$ cat config.mk
export PLATFORM = sky130hd
export DESIGN_NAME = id_ex_stage_flat
export DESIGN_NICKNAME = d
export VERILOG_FILES = /design/src/rtl/id_ex_stage_pkg.sv /design/src/rtl/id_ex_stage_if.sv /design/src/rtl/id_ex_stage_hazard_unit.sv /design/src/rtl/id_ex_stage.sv /design/src/flat_wrapper.sv
export SDC_FILE = /design/constraint.sdc
export NUM_CORES = 1
export LEC_CHECK = 0
export BUFFER_PORTS_ARGS = -buffer_cell sky130_fd_sc_hd__buf_2
export CAP_MARGIN = 20
export CORE_AREA = 2 2 146 148
export DETAILED_ROUTE_END_ITERATION = 6
export DIE_AREA = 0 0 148 150
export GPL_ROUTABILITY_DRIVEN = 1
export PLACE_DENSITY_LB_ADDON = 0.12
export SETUP_SLACK_MARGIN = 0.1
export SKIP_LAST_GASP = 1
export SLEW_MARGIN = 20
export SYNTH_ARGS = -nofsm -noshare
export SYNTH_HDL_FRONTEND = slang
export SYNTH_SLANG_ARGS = --single-unit
$ cat constraint.sdc
create_clock -name i_clk -period 3.8 [get_ports i_clk]
set_input_delay 0.95 -clock i_clk [delete_from_list [all_inputs] [get_ports i_clk]]
set_output_delay 0.95 -clock i_clk [all_outputs]
set_load 0.01 [all_outputs]
$ cat src/rtl/id_ex_stage_pkg.sv
// Shared types for the ID/EX stage: ALU control codes, operand-select encodings,
// forward selects and the ID/EX register set.
package id_ex_stage_pkg;

    localparam int XLEN   = 32;
    localparam int REG_AW = 5;

    typedef enum logic [3:0] {
        ALU_ADD  = 4'h0,
        ALU_SUB  = 4'h1,
        ALU_AND  = 4'h2,
        ALU_OR   = 4'h3,
        ALU_XOR  = 4'h4,
        ALU_SLL  = 4'h5,
        ALU_SRL  = 4'h6,
        ALU_SRA  = 4'h7,
        ALU_SLT  = 4'h8,
        ALU_SLTU = 4'h9,
        ALU_EQ   = 4'hA,
        ALU_NE   = 4'hB,
        ALU_LT   = 4'hC,
        ALU_GE   = 4'hD,
        ALU_LTU  = 4'hE,
        ALU_GEU  = 4'hF
    } alu_ctrl_e;

    localparam logic OP1_RS1 = 1'b0;
    localparam logic OP1_PC  = 1'b1;
    localparam logic OP2_RS2 = 1'b0;
    localparam logic OP2_IMM = 1'b1;

    typedef enum logic [1:0] {
        FWD_NONE  = 2'd0,
        FWD_EXMEM = 2'd1,
        FWD_MEMWB = 2'd2
    } fwd_sel_e;

    typedef struct packed {
        logic [XLEN-1:0]   pc;
        logic [XLEN-1:0]   rs1_data;
        logic [XLEN-1:0]   rs2_data;
        logic [REG_AW-1:0] rs1_addr;
        logic [REG_AW-1:0] rs2_addr;
        logic [REG_AW-1:0] rd_addr;
        logic [XLEN-1:0]   imm;
        alu_ctrl_e         alu_ctrl;
        logic              op1_sel;
        logic              op2_sel;
        logic              reg_wr;
        logic              mem_rd;
        logic              mem_wr;
        logic              valid;
    } id_ex_t;

    // x0 is hardwired to zero, so a write to it is never a forward source.
    function automatic logic fwd_hit(input logic reg_wr,
                                     input logic [REG_AW-1:0] rd,
                                     input logic [REG_AW-1:0] rs);
        return reg_wr && (rd != '0) && (rd == rs);
    endfunction

    function automatic logic [XLEN-1:0] fwd_value(input fwd_sel_e sel,
                                                  input logic [XLEN-1:0] stored,
                                                  input logic [XLEN-1:0] exmem,
                                                  input logic [XLEN-1:0] memwb);
        case (sel)
            FWD_EXMEM: return exmem;
            FWD_MEMWB: return memwb;
            default:   return stored;
        endcase
    endfunction

endpackage

$ cat src/rtl/id_ex_stage_if.sv
// Decoder/forwarding-side bundle of the ID/EX stage; the stage uses the slave
// modport, whoever drives the decoder and forward sources uses master.
interface id_ex_stage_if;
    import id_ex_stage_pkg::*;

    logic              i_valid;
    logic [XLEN-1:0]   i_pc;
    logic [XLEN-1:0]   i_rs1_data;
    logic [XLEN-1:0]   i_rs2_data;
    logic [REG_AW-1:0] i_rs1_addr;
    logic [REG_AW-1:0] i_rs2_addr;
    logic [REG_AW-1:0] i_rd_addr;
    logic [XLEN-1:0]   i_imm;
    alu_ctrl_e         i_alu_ctrl;
    logic              i_op1_sel;
    logic              i_op2_sel;
    logic              i_reg_wr;
    logic              i_mem_rd;
    logic              i_mem_wr;
    logic              i_flush;
    logic              i_stall;
    logic [REG_AW-1:0] i_exmem_rd;
    logic              i_exmem_reg_wr;
    logic [XLEN-1:0]   i_exmem_result;
    logic [REG_AW-1:0] i_memwb_rd;
    logic              i_memwb_reg_wr;
    logic [XLEN-1:0]   i_memwb_result;

    logic [XLEN-1:0]   o_op1;
    logic [XLEN-1:0]   o_op2;
    alu_ctrl_e         o_alu_ctrl;
    logic              o_alu_stall;
    logic [XLEN-1:0]   o_store_data;
    logic [XLEN-1:0]   o_pc;
    logic              o_valid;
    logic              o_reg_wr;
    logic              o_mem_rd;
    logic              o_mem_wr;
    logic [REG_AW-1:0] o_rd_addr;
    logic              o_id_stall;

    modport master (
        output i_valid, i_pc, i_rs1_data, i_rs2_data, i_rs1_addr, i_rs2_addr,
               i_rd_addr, i_imm, i_alu_ctrl, i_op1_sel, i_op2_sel, i_reg_wr,
               i_mem_rd, i_mem_wr, i_flush, i_stall,
               i_exmem_rd, i_exmem_reg_wr, i_exmem_result,
               i_memwb_rd, i_memwb_reg_wr, i_memwb_result,
        input  o_op1, o_op2, o_alu_ctrl, o_alu_stall, o_store_data, o_pc,
               o_valid, o_reg_wr, o_mem_rd, o_mem_wr, o_rd_addr, o_id_stall
    );

    modport slave (
        input  i_valid, i_pc, i_rs1_data, i_rs2_data, i_rs1_addr, i_rs2_addr,
               i_rd_addr, i_imm, i_alu_ctrl, i_op1_sel, i_op2_sel, i_reg_wr,
               i_mem_rd, i_mem_wr, i_flush, i_stall,
               i_exmem_rd, i_exmem_reg_wr, i_exmem_result,
               i_memwb_rd, i_memwb_reg_wr, i_memwb_result,
        output o_op1, o_op2, o_alu_ctrl, o_alu_stall, o_store_data, o_pc,
               o_valid, o_reg_wr, o_mem_rd, o_mem_wr, o_rd_addr, o_id_stall
    );

endinterface

$ cat src/rtl/id_ex_stage_hazard_unit.sv
// Combinational hazard logic: forward-select generation for the instruction
// held in ID/EX and load-use detection against the instruction in decode.
module hazard_unit
    import id_ex_stage_pkg::*;
(
    input  logic              st_valid,
    input  logic              st_mem_rd,
    input  logic [REG_AW-1:0] st_rd_addr,
    input  logic [REG_AW-1:0] st_rs1_addr,
    input  logic [REG_AW-1:0] st_rs2_addr,
    input  logic              dec_valid,
    input  logic [REG_AW-1:0] dec_rs1_addr,
    input  logic [REG_AW-1:0] dec_rs2_addr,
    input  logic              flush,
    input  logic [REG_AW-1:0] exmem_rd,
    input  logic              exmem_reg_wr,
    input  logic [REG_AW-1:0] memwb_rd,
    input  logic              memwb_reg_wr,
    output fwd_sel_e          fwd1_sel,
    output fwd_sel_e          fwd2_sel,
    output logic              load_use
);

    // The younger EX/MEM result wins over MEM/WB when both write the same register.
    always_comb begin
        fwd1_sel = FWD_NONE;
        fwd2_sel = FWD_NONE;
        if (fwd_hit(exmem_reg_wr, exmem_rd, st_rs1_addr))
            fwd1_sel = FWD_EXMEM;
        else if (fwd_hit(memwb_reg_wr, memwb_rd, st_rs1_addr))
            fwd1_sel = FWD_MEMWB;
        if (fwd_hit(exmem_reg_wr, exmem_rd, st_rs2_addr))
            fwd2_sel = FWD_EXMEM;
        else if (fwd_hit(memwb_reg_wr, memwb_rd, st_rs2_addr))
            fwd2_sel = FWD_MEMWB;
    end

    // Conservative: operand selects are ignored, any matching source stalls.
    assign load_use = dec_valid && st_valid && st_mem_rd && (st_rd_addr != '0) &&
                      ((st_rd_addr == dec_rs1_addr) || (st_rd_addr == dec_rs2_addr)) &&
                      !flush;

endmodule

$ cat src/rtl/id_ex_stage.sv
// ID/EX pipeline register with operand forwarding from EX/MEM and MEM/WB,
// load-use bubble insertion and flush/stall handling.
module id_ex_stage
    import id_ex_stage_pkg::*;
(
    input  logic         i_clk,
    input  logic         i_rst,
    id_ex_stage_if.slave bus
);

    id_ex_t            st;
    fwd_sel_e          fwd1_sel;
    fwd_sel_e          fwd2_sel;
    logic              load_use;
    logic [XLEN-1:0]   fwd_rs1;
    logic [XLEN-1:0]   fwd_rs2;

    hazard_unit u_hazard (
        .st_valid     (st.valid),
        .st_mem_rd    (st.mem_rd),
        .st_rd_addr   (st.rd_addr),
        .st_rs1_addr  (st.rs1_addr),
        .st_rs2_addr  (st.rs2_addr),
        .dec_valid    (bus.i_valid),
        .dec_rs1_addr (bus.i_rs1_addr),
        .dec_rs2_addr (bus.i_rs2_addr),
        .flush        (bus.i_flush),
        .exmem_rd     (bus.i_exmem_rd),
        .exmem_reg_wr (bus.i_exmem_reg_wr),
        .memwb_rd     (bus.i_memwb_rd),
        .memwb_reg_wr (bus.i_memwb_reg_wr),
        .fwd1_sel     (fwd1_sel),
        .fwd2_sel     (fwd2_sel),
        .load_use     (load_use)
    );

    assign fwd_rs1 = fwd_value(fwd1_sel, st.rs1_data, bus.i_exmem_result, bus.i_memwb_result);
    assign fwd_rs2 = fwd_value(fwd2_sel, st.rs2_data, bus.i_exmem_result, bus.i_memwb_result);

    // While held, forwarded values are written back so a producer retiring
    // during the hold is not lost once the forward source moves on.
    always_ff @(posedge i_clk) begin
        if (i_rst || bus.i_flush) begin
            st          <= '0;
            st.alu_ctrl <= ALU_ADD;
        end else if (bus.i_stall) begin
            if (fwd1_sel != FWD_NONE)
                st.rs1_data <= fwd_rs1;
            if (fwd2_sel != FWD_NONE)
                st.rs2_data <= fwd_rs2;
        end else if (load_use) begin
            st          <= '0;
            st.alu_ctrl <= ALU_ADD;
        end else begin
            st <= '{pc:       bus.i_pc,
                    rs1_data: bus.i_rs1_data,
                    rs2_data: bus.i_rs2_data,
                    rs1_addr: bus.i_rs1_addr,
                    rs2_addr: bus.i_rs2_addr,
                    rd_addr:  bus.i_rd_addr,
                    imm:      bus.i_imm,
                    alu_ctrl: bus.i_alu_ctrl,
                    op1_sel:  bus.i_op1_sel,
                    op2_sel:  bus.i_op2_sel,
                    reg_wr:   bus.i_reg_wr,
                    mem_rd:   bus.i_mem_rd,
                    mem_wr:   bus.i_mem_wr,
                    valid:    bus.i_valid};
        end
    end

    assign bus.o_op1        = (st.op1_sel == OP1_PC)  ? st.pc  : fwd_rs1;
    assign bus.o_op2        = (st.op2_sel == OP2_IMM) ? st.imm : fwd_rs2;
    assign bus.o_store_data = fwd_rs2;
    assign bus.o_alu_ctrl   = st.alu_ctrl;
    assign bus.o_alu_stall  = bus.i_stall | ~st.valid;
    assign bus.o_pc         = st.pc;
    assign bus.o_rd_addr    = st.rd_addr;
    assign bus.o_valid      = st.valid;
    assign bus.o_reg_wr     = st.reg_wr & st.valid;
    assign bus.o_mem_rd     = st.mem_rd & st.valid;
    assign bus.o_mem_wr     = st.mem_wr & st.valid;
    // Reset masks load-use so only the downstream hold leaks through.
    assign bus.o_id_stall   = bus.i_stall | (load_use & ~i_rst);

endmodule

$ cat src/flat_wrapper.sv
// flat-port wrapper written by rule: the top's interface ports become plain ports
module id_ex_stage_flat import id_ex_stage_pkg::*;
  (i_clk, i_rst, bus_i_valid, bus_i_pc, bus_i_rs1_data, bus_i_rs2_data, bus_i_rs1_addr, bus_i_rs2_addr, bus_i_rd_addr, bus_i_imm, bus_i_alu_ctrl, bus_i_op1_sel, bus_i_op2_sel, bus_i_reg_wr, bus_i_mem_rd, bus_i_mem_wr, bus_i_flush, bus_i_stall, bus_i_exmem_rd, bus_i_exmem_reg_wr, bus_i_exmem_result, bus_i_memwb_rd, bus_i_memwb_reg_wr, bus_i_memwb_result, bus_o_op1, bus_o_op2, bus_o_alu_ctrl, bus_o_alu_stall, bus_o_store_data, bus_o_pc, bus_o_valid, bus_o_reg_wr, bus_o_mem_rd, bus_o_mem_wr, bus_o_rd_addr, bus_o_id_stall);
  id_ex_stage_if bus_i ();
  input  logic i_clk;
  input  logic i_rst;
  input wire logic [$bits(bus_i.i_valid)-1:0] bus_i_valid;
  input wire logic [$bits(bus_i.i_pc)-1:0] bus_i_pc;
  input wire logic [$bits(bus_i.i_rs1_data)-1:0] bus_i_rs1_data;
  input wire logic [$bits(bus_i.i_rs2_data)-1:0] bus_i_rs2_data;
  input wire logic [$bits(bus_i.i_rs1_addr)-1:0] bus_i_rs1_addr;
  input wire logic [$bits(bus_i.i_rs2_addr)-1:0] bus_i_rs2_addr;
  input wire logic [$bits(bus_i.i_rd_addr)-1:0] bus_i_rd_addr;
  input wire logic [$bits(bus_i.i_imm)-1:0] bus_i_imm;
  input wire logic [$bits(bus_i.i_alu_ctrl)-1:0] bus_i_alu_ctrl;
  input wire logic [$bits(bus_i.i_op1_sel)-1:0] bus_i_op1_sel;
  input wire logic [$bits(bus_i.i_op2_sel)-1:0] bus_i_op2_sel;
  input wire logic [$bits(bus_i.i_reg_wr)-1:0] bus_i_reg_wr;
  input wire logic [$bits(bus_i.i_mem_rd)-1:0] bus_i_mem_rd;
  input wire logic [$bits(bus_i.i_mem_wr)-1:0] bus_i_mem_wr;
  input wire logic [$bits(bus_i.i_flush)-1:0] bus_i_flush;
  input wire logic [$bits(bus_i.i_stall)-1:0] bus_i_stall;
  input wire logic [$bits(bus_i.i_exmem_rd)-1:0] bus_i_exmem_rd;
  input wire logic [$bits(bus_i.i_exmem_reg_wr)-1:0] bus_i_exmem_reg_wr;
  input wire logic [$bits(bus_i.i_exmem_result)-1:0] bus_i_exmem_result;
  input wire logic [$bits(bus_i.i_memwb_rd)-1:0] bus_i_memwb_rd;
  input wire logic [$bits(bus_i.i_memwb_reg_wr)-1:0] bus_i_memwb_reg_wr;
  input wire logic [$bits(bus_i.i_memwb_result)-1:0] bus_i_memwb_result;
  output wire logic [$bits(bus_i.o_op1)-1:0] bus_o_op1;
  output wire logic [$bits(bus_i.o_op2)-1:0] bus_o_op2;
  output wire logic [$bits(bus_i.o_alu_ctrl)-1:0] bus_o_alu_ctrl;
  output wire logic [$bits(bus_i.o_alu_stall)-1:0] bus_o_alu_stall;
  output wire logic [$bits(bus_i.o_store_data)-1:0] bus_o_store_data;
  output wire logic [$bits(bus_i.o_pc)-1:0] bus_o_pc;
  output wire logic [$bits(bus_i.o_valid)-1:0] bus_o_valid;
  output wire logic [$bits(bus_i.o_reg_wr)-1:0] bus_o_reg_wr;
  output wire logic [$bits(bus_i.o_mem_rd)-1:0] bus_o_mem_rd;
  output wire logic [$bits(bus_i.o_mem_wr)-1:0] bus_o_mem_wr;
  output wire logic [$bits(bus_i.o_rd_addr)-1:0] bus_o_rd_addr;
  output wire logic [$bits(bus_i.o_id_stall)-1:0] bus_o_id_stall;
  assign bus_i.i_valid = bus_i_valid;
  assign bus_i.i_pc = bus_i_pc;
  assign bus_i.i_rs1_data = bus_i_rs1_data;
  assign bus_i.i_rs2_data = bus_i_rs2_data;
  assign bus_i.i_rs1_addr = bus_i_rs1_addr;
  assign bus_i.i_rs2_addr = bus_i_rs2_addr;
  assign bus_i.i_rd_addr = bus_i_rd_addr;
  assign bus_i.i_imm = bus_i_imm;
  assign bus_i.i_alu_ctrl = bus_i_alu_ctrl;
  assign bus_i.i_op1_sel = bus_i_op1_sel;
  assign bus_i.i_op2_sel = bus_i_op2_sel;
  assign bus_i.i_reg_wr = bus_i_reg_wr;
  assign bus_i.i_mem_rd = bus_i_mem_rd;
  assign bus_i.i_mem_wr = bus_i_mem_wr;
  assign bus_i.i_flush = bus_i_flush;
  assign bus_i.i_stall = bus_i_stall;
  assign bus_i.i_exmem_rd = bus_i_exmem_rd;
  assign bus_i.i_exmem_reg_wr = bus_i_exmem_reg_wr;
  assign bus_i.i_exmem_result = bus_i_exmem_result;
  assign bus_i.i_memwb_rd = bus_i_memwb_rd;
  assign bus_i.i_memwb_reg_wr = bus_i_memwb_reg_wr;
  assign bus_i.i_memwb_result = bus_i_memwb_result;
  assign bus_o_op1 = bus_i.o_op1;
  assign bus_o_op2 = bus_i.o_op2;
  assign bus_o_alu_ctrl = bus_i.o_alu_ctrl;
  assign bus_o_alu_stall = bus_i.o_alu_stall;
  assign bus_o_store_data = bus_i.o_store_data;
  assign bus_o_pc = bus_i.o_pc;
  assign bus_o_valid = bus_i.o_valid;
  assign bus_o_reg_wr = bus_i.o_reg_wr;
  assign bus_o_mem_rd = bus_i.o_mem_rd;
  assign bus_o_mem_wr = bus_i.o_mem_wr;
  assign bus_o_rd_addr = bus_i.o_rd_addr;
  assign bus_o_id_stall = bus_i.o_id_stall;
  id_ex_stage u_core (.i_clk(i_clk), .i_rst(i_rst), .bus(bus_i));
endmodule
# ---- Yosys cells after proc, flatten, opt, wreduce, memory -nomap -nowiden
# Cells that the tools add are included.
dict set report word_totals {
  out_inout_bits 143
  elab_cells 65
  register_bits 153
}
dict set report classes {
  reduce_logical 19
  bitwise 8
  n_mux 12
  eq_ne 12
}
# op n
set op_table {}
lappend op_table {{$mux W153} 1}
lappend op_table {{$mux W32} 4}
lappend op_table {{$pmux W32 S2} 2}
lappend op_table {{$mux W64} 1}
lappend op_table {{$eq A5 B5 Y1} 6}
lappend op_table {{$reduce_bool A5 Y1} 3}
lappend op_table {{$logic_and A1 B1 Y1} 11}
lappend op_table {{$mux W2} 4}
lappend op_table {{$and A1 B1 Y1} 4}
lappend op_table {{$eq A2 B1 Y1 const B} 2}
lappend op_table {{$eq A2 B2 Y1 const B} 2}
lappend op_table {{$ne A2 B1 Y1 const B} 2}
lappend op_table {{$reduce_bool A2 Y1} 2}
lappend op_table {{$logic_or A1 B1 Y1} 2}
lappend op_table {{$not A1 Y1} 2}
lappend op_table {{$or A1 B1 Y1} 2}
lappend op_table {{$logic_not A1 Y1} 1}

# ---- Logic depth before layout (Yosys ltp)
dict set report depth {
  word_depth 9
  depth_mapped 7
  depth_no_buf 5
}

# ---- Cells and area by module
# A second synthesis with hierarchy kept.
dict set report unflattened {
  cells_unflattened 1027
  area_unflattened_um2 8831.0
}
# mod area_per_inst_um2 seq_area_each_um2 cells_each instances
set modules_own_cells {}
lappend modules_own_cells {id_ex_stage 8430.6 3062.9 977 1}
lappend modules_own_cells {hazard_unit 400.4 0.0 50 1}

# ---- Worst setup path before layout
# No wires, ideal clock.
dict set report synth_timing {
  path_type {input -> output}
  start {input port bus_i_memwb_rd[1]}
  end {output port bus_o_op2[10]}
  setup_slack_ps -87
  cell_stages 7
  arrival_ps 2937
  required_time_ps 2850
  n_path_buf 2
  path_cell_list {or4_1 > o21ai_1 > buf_2 > buf_2 > o31ai_1 > a31oi_1 > mux2_2}
}
dict set report synth_between {
  elab_chain_cells 8
  word_cells_on_any_way 10
  classes_between {eq/ne (3); mux (4); reduce/logical (3)}
}
# element line
set synth_lines {}
lappend synth_lines {{from (decl)} flat_wrapper.sv:26} ;# input wire logic [$bits(bus_i.i_memwb_rd)-1:0] bus_i_memwb_rd;
lappend synth_lines {{$reduce_bool A5 Y1} id_ex_stage_pkg.sv:59} ;# return reg_wr && (rd != '0) && (rd == rs);
lappend synth_lines {{$logic_and A1 B1 Y1} id_ex_stage_pkg.sv:59}
lappend synth_lines {{$logic_and A1 B1 Y1 *} id_ex_stage_pkg.sv:59}
lappend synth_lines {{$mux W2 *} id_ex_stage_hazard_unit.sv:34} ;# else if (fwd_hit(memwb_reg_wr, memwb_rd, st_rs2_addr))
lappend synth_lines {{$mux W2 *} id_ex_stage_hazard_unit.sv:32} ;# if (fwd_hit(exmem_reg_wr, exmem_rd, st_rs2_addr))
lappend synth_lines {{$eq A2 B2 Y1 / $eq A2 B1 Y1 (equally long branches)} id_ex_stage_pkg.sv:66} ;# case (sel)
lappend synth_lines {{$pmux W32 S2 *} id_ex_stage_pkg.sv:66}
lappend synth_lines {{net bus_o_store_data[10]} flat_wrapper.sv:33} ;# output wire logic [$bits(bus_i.o_store_data)-1:0] bus_o_store_data;
lappend synth_lines {{$mux W32 *} id_ex_stage.sv:73} ;# assign bus.o_op2 = (st.op2_sel == OP2_IMM) ? st.imm : fwd_rs2;
lappend synth_lines {{to (decl)} flat_wrapper.sv:30} ;# output wire logic [$bits(bus_i.o_op2)-1:0] bus_o_op2;
# Mark *: on every way through the listed nets, which the timed path passes. The rest lies on a longest branch.

# ---- Final worst setup path
dict set report layout_timing {
  start {input port bus_i_exmem_rd[4]}
  end {output port bus_o_op2[14]}
}
dict set report layout_between {
  elab_chain_cells 7
  word_cells_on_any_way 9
  classes_between {eq/ne (3); mux (3); reduce/logical (3)}
}
# element line
set layout_lines {}
lappend layout_lines {{from (decl)} flat_wrapper.sv:23} ;# input wire logic [$bits(bus_i.i_exmem_rd)-1:0] bus_i_exmem_rd;
lappend layout_lines {{$reduce_bool A5 Y1} id_ex_stage_pkg.sv:59}
lappend layout_lines {{$logic_and A1 B1 Y1} id_ex_stage_pkg.sv:59}
lappend layout_lines {{$logic_and A1 B1 Y1 *} id_ex_stage_pkg.sv:59}
lappend layout_lines {{$mux W2 *} id_ex_stage_hazard_unit.sv:32}
lappend layout_lines {{$eq A2 B2 Y1 / $eq A2 B1 Y1 (equally long branches)} id_ex_stage_pkg.sv:66}
lappend layout_lines {{$pmux W32 S2 *} id_ex_stage_pkg.sv:66}
lappend layout_lines {{$mux W32 *} id_ex_stage.sv:73}
# Every way passes the cells marked *; elsewhere a longest branch is shown, timed or not.

==> metrics.txt <==
number of global-route vias before repair=8,470; Synth Area in Simple Gates=12.3%; CP Data Required Time=2850 ps; gr ovfl total=0; Post-synth EDFFs=0; # IOs=376; Unique masters post-synth=33; Max Freq=259 MHz; Mapped Nets=1,120; Die X=148 um; hold_buf cts=0; nets=1,512; RSZ-0062 raised after global routing=true; pwr/cell area=355 nW/um^2; share of post-route cells with drive strength above 1=54.5%; Vias per Instance=5.61; Setup CP Type=in2out; post-synthesis adder-cell area fraction=0%; Seq/Total Area, Yosys=38.3%; Tot GR Track Use=28.1%; Initial DRT Pass Iterations=5; root buf cell=clkbuf_16; first-iteration detailed-routing DRC count=471; Slew Viols, Final=0; final period utilization=102%; Seq cells post-synth=153; Max FO, Critical Path=5; WHS=470 ps; Post-Route WL=33,400 um; YS warnings=0; minimum clock period=3860 ps; Worst setup EP type=output pin; total CTS buffers=17; clock-pin slew on the worst setup and hold paths=60 ps; Fin. Hold Viols=0; Setup crit start kind=input pin; clk sinks=153; CP arrival=2910 ps; Initial Util=38.7%; H-tree Lvls=4; CORE AREA=20,700 sq um; DP HPWL=21,000 um; Total Die Area=22,200 sq um; P_leak=0.00585 uW; Avg WL per Cell=21.3 um; largest family of logic cells by synthesized area=compound AO/OA/AOI/OAI gates; Peak supply drop=0.264 mV; Final Power=4650 uW; DR vias=8,808; die span in y=150 um; num rows=53; Synth Area in Compound Gates=31.6%; failing checks=negative setup slack; Hold Path Class=reg2reg; number of remaining DRC errors=0; Rel. slew slack=26.6%; Max Root-Sink Buffers=2; Syn-to-layout area delta=63.8%; fill cell count=1,746; clock skew=10.2 ps; max-cap violation count=0; first-pass GRT wire length=48,600 um; clk_lat worst skew=420 ps; Mapped Cells=887; Final Wtd Congestion=0.870; Post-synth top flop=dfxtp_1; mux contribution to synthesized area=4.51%; CTS tree=built; worst-margin pin slew=1100 ps; Port Buf Inserts=375; Async SR Flop Fraction=0%; Setup Viol. Count Final=39; post-synthesis xor/xnor area fraction=3.29%; initial antenna violation count=5; syn avg cell area=9.02 sq um; status=complete, but fails checks; largest net degree at the start of global routing=126; final worst setup slack=-58.4 ps; post-route ant nets=0; synthesized cell area=8000 sq um
-- state kept, by name (all words and copies together), names as in the netlist --
register / cells
u_core.bus.o_pc: 32
u_core.st: 111
u_core.bus.o_valid: 1
u_core.bus.o_rd_addr: 5
u_core.bus.o_alu_ctrl: 4
-- synth_stat cells (3+ instances only) --
library cell	instances	area, sq um
o21ai_0	32	160
o2bb2ai_1	32	280
xnor2_1	25	219
a31oi_1	32	200
a221oi_1	32	280
and2_1	3	18.8
or4_1	35	263
nand2_1	36	135
mux2_2	32	360
inv_1	32	120
o31ai_1	64	480
clkbuf_1	78	293
buf_4	41	308
xor2_1	5	43.8
nor2_1	35	131
dfxtp_1	153	3060
and3_1	32	200
a22o_1	121	1060
buf_2	15	75.1
nor3_1	33	165
nand3_1	4	20.0
-- layout by cell type (no fill, tap or decap), types with 5 or more instances in the layout --
master,synthesis,final
inv_1,32,32
nor2_2,0,5
a221oi_2,0,24
a31oi_4,0,13
or4_4,0,6
nand2_1,36,35
or4_1,35,29
buf_12,0,21
a22o_1,121,121
and3_1,32,32
buf_4,41,82
nor3_1,33,18
a221oi_4,0,8
o2bb2ai_1,32,32
mux2_4,0,16
buf_6,0,49
xor2_1,5,5
clkbuf_16,0,19
dfxtp_1,153,151
o21ai_0,32,32
nor3_4,0,12
xnor2_1,25,25
a31oi_2,0,19
mux2_2,32,16
buf_2,15,340
o31ai_2,0,20
bufinv_16,0,8
nor2_4,0,14
buf_16,0,7
o31ai_1,64,44
nor2_1,35,17
-- routing by layer --
| layer | wire, um | vias to the layer above | share of wire [%] | GRT usage, % |
|---|---|---|---|---|
| met2 | 16600 | 376 | 50 | 47.4 |
| li1 | - | 4150 | - | - |
| met4 | 537 | 2 | 1.6 | 8.57 |
| met3 | 2470 | 36 | 7.4 | 7.13 |
| met1 | 13900 | 4244 | 41 | 35.4 |
| met5 | 7 | - | 0.021 | 0 |
-- report_power, final --
group / switching [uW] / internal (uW)
Sequential: 40.9 / 1660
Combinational: 445 / 444
Clock: 702 / 1360
-- through the flow --
stage	worst slack, ps	area, sq um	utilization (%)	setup TNS, ps	std cells
2_1_floorplan	65.4	8210	-	0	887
3_3_place_gp	-162	10500	51.0	-3250	1477
3_5_place_dp	-161	10500	51.0	-3660	1477
4_1_cts	-7.30	12400	59.9	-32.8	1548
5_1_grt	-124	13100	63.3	-5380	1567
6_report	-58.4	13100	63.3	-1250	1569
-- path summary, 6_finish.rpt --
check / from / endpoint / slack [ps] / cells after the start
setup reg to reg: u_core.bus.o_rd_addr[1]$_SDFFE_PP0N_ / u_core.st[72]$_SDFFE_PP0P_ / 1360 / 6
setup / recovery: bus_i_exmem_rd[4] / bus_o_op2[14] / -60 / 11
hold reg to reg: u_core.st[3]$_SDFFE_PP0N_ / u_core.st[3]$_SDFFE_PP0N_ / 470 / 1
hold / removal: u_core.st[3]$_SDFFE_PP0N_ / u_core.st[3]$_SDFFE_PP0N_ / 470 / 1
-- critical path, cell delays in order --
cell,delay (ps)
buf_6,90
or4_4,530
o211ai_1,200
buf_4,160
buf_8,130
buf_12,120
buf_16,130
nor3_4,40
a31oi_2,240
mux2_4,200
buf_6,100
-- logic make-up after synthesis --
family,count (synthesis)
AOI/OAI and AO/OA,320
DFF,153
buffers and inverters,167
xor gates and xnor gates,30
muxes,32
and+or+nand+nor,185
-- final cells by class --
| class | instances | area (sq um) | share of cell area [%] |
|---|---|---|---|
| Sequential cell | 153 | 3070 | 23.4 |
| Clock inverter | 12 | 272 | 2.07 |
| Inverter | 32 | 120 | 0.917 |
| Antenna cell | 4 | 10.0 | 0.0764 |
| Tap cell | 275 | 344 | 2.63 |
| Clock buffer | 18 | 429 | 3.28 |
| Multi-Input combinational cell | 568 | 5230 | 39.9 |
| Timing Repair Buffer | 507 | 3630 | 27.7 |
-- timing repair --
item	CTS	global route
gates resized for setup	130	103
pin swaps	16	31
buffers inserted	32	15
gates cloned	9	2
setup endpoints to repair	96	92
No activity file was read; power rests on OpenSTA's default activity.
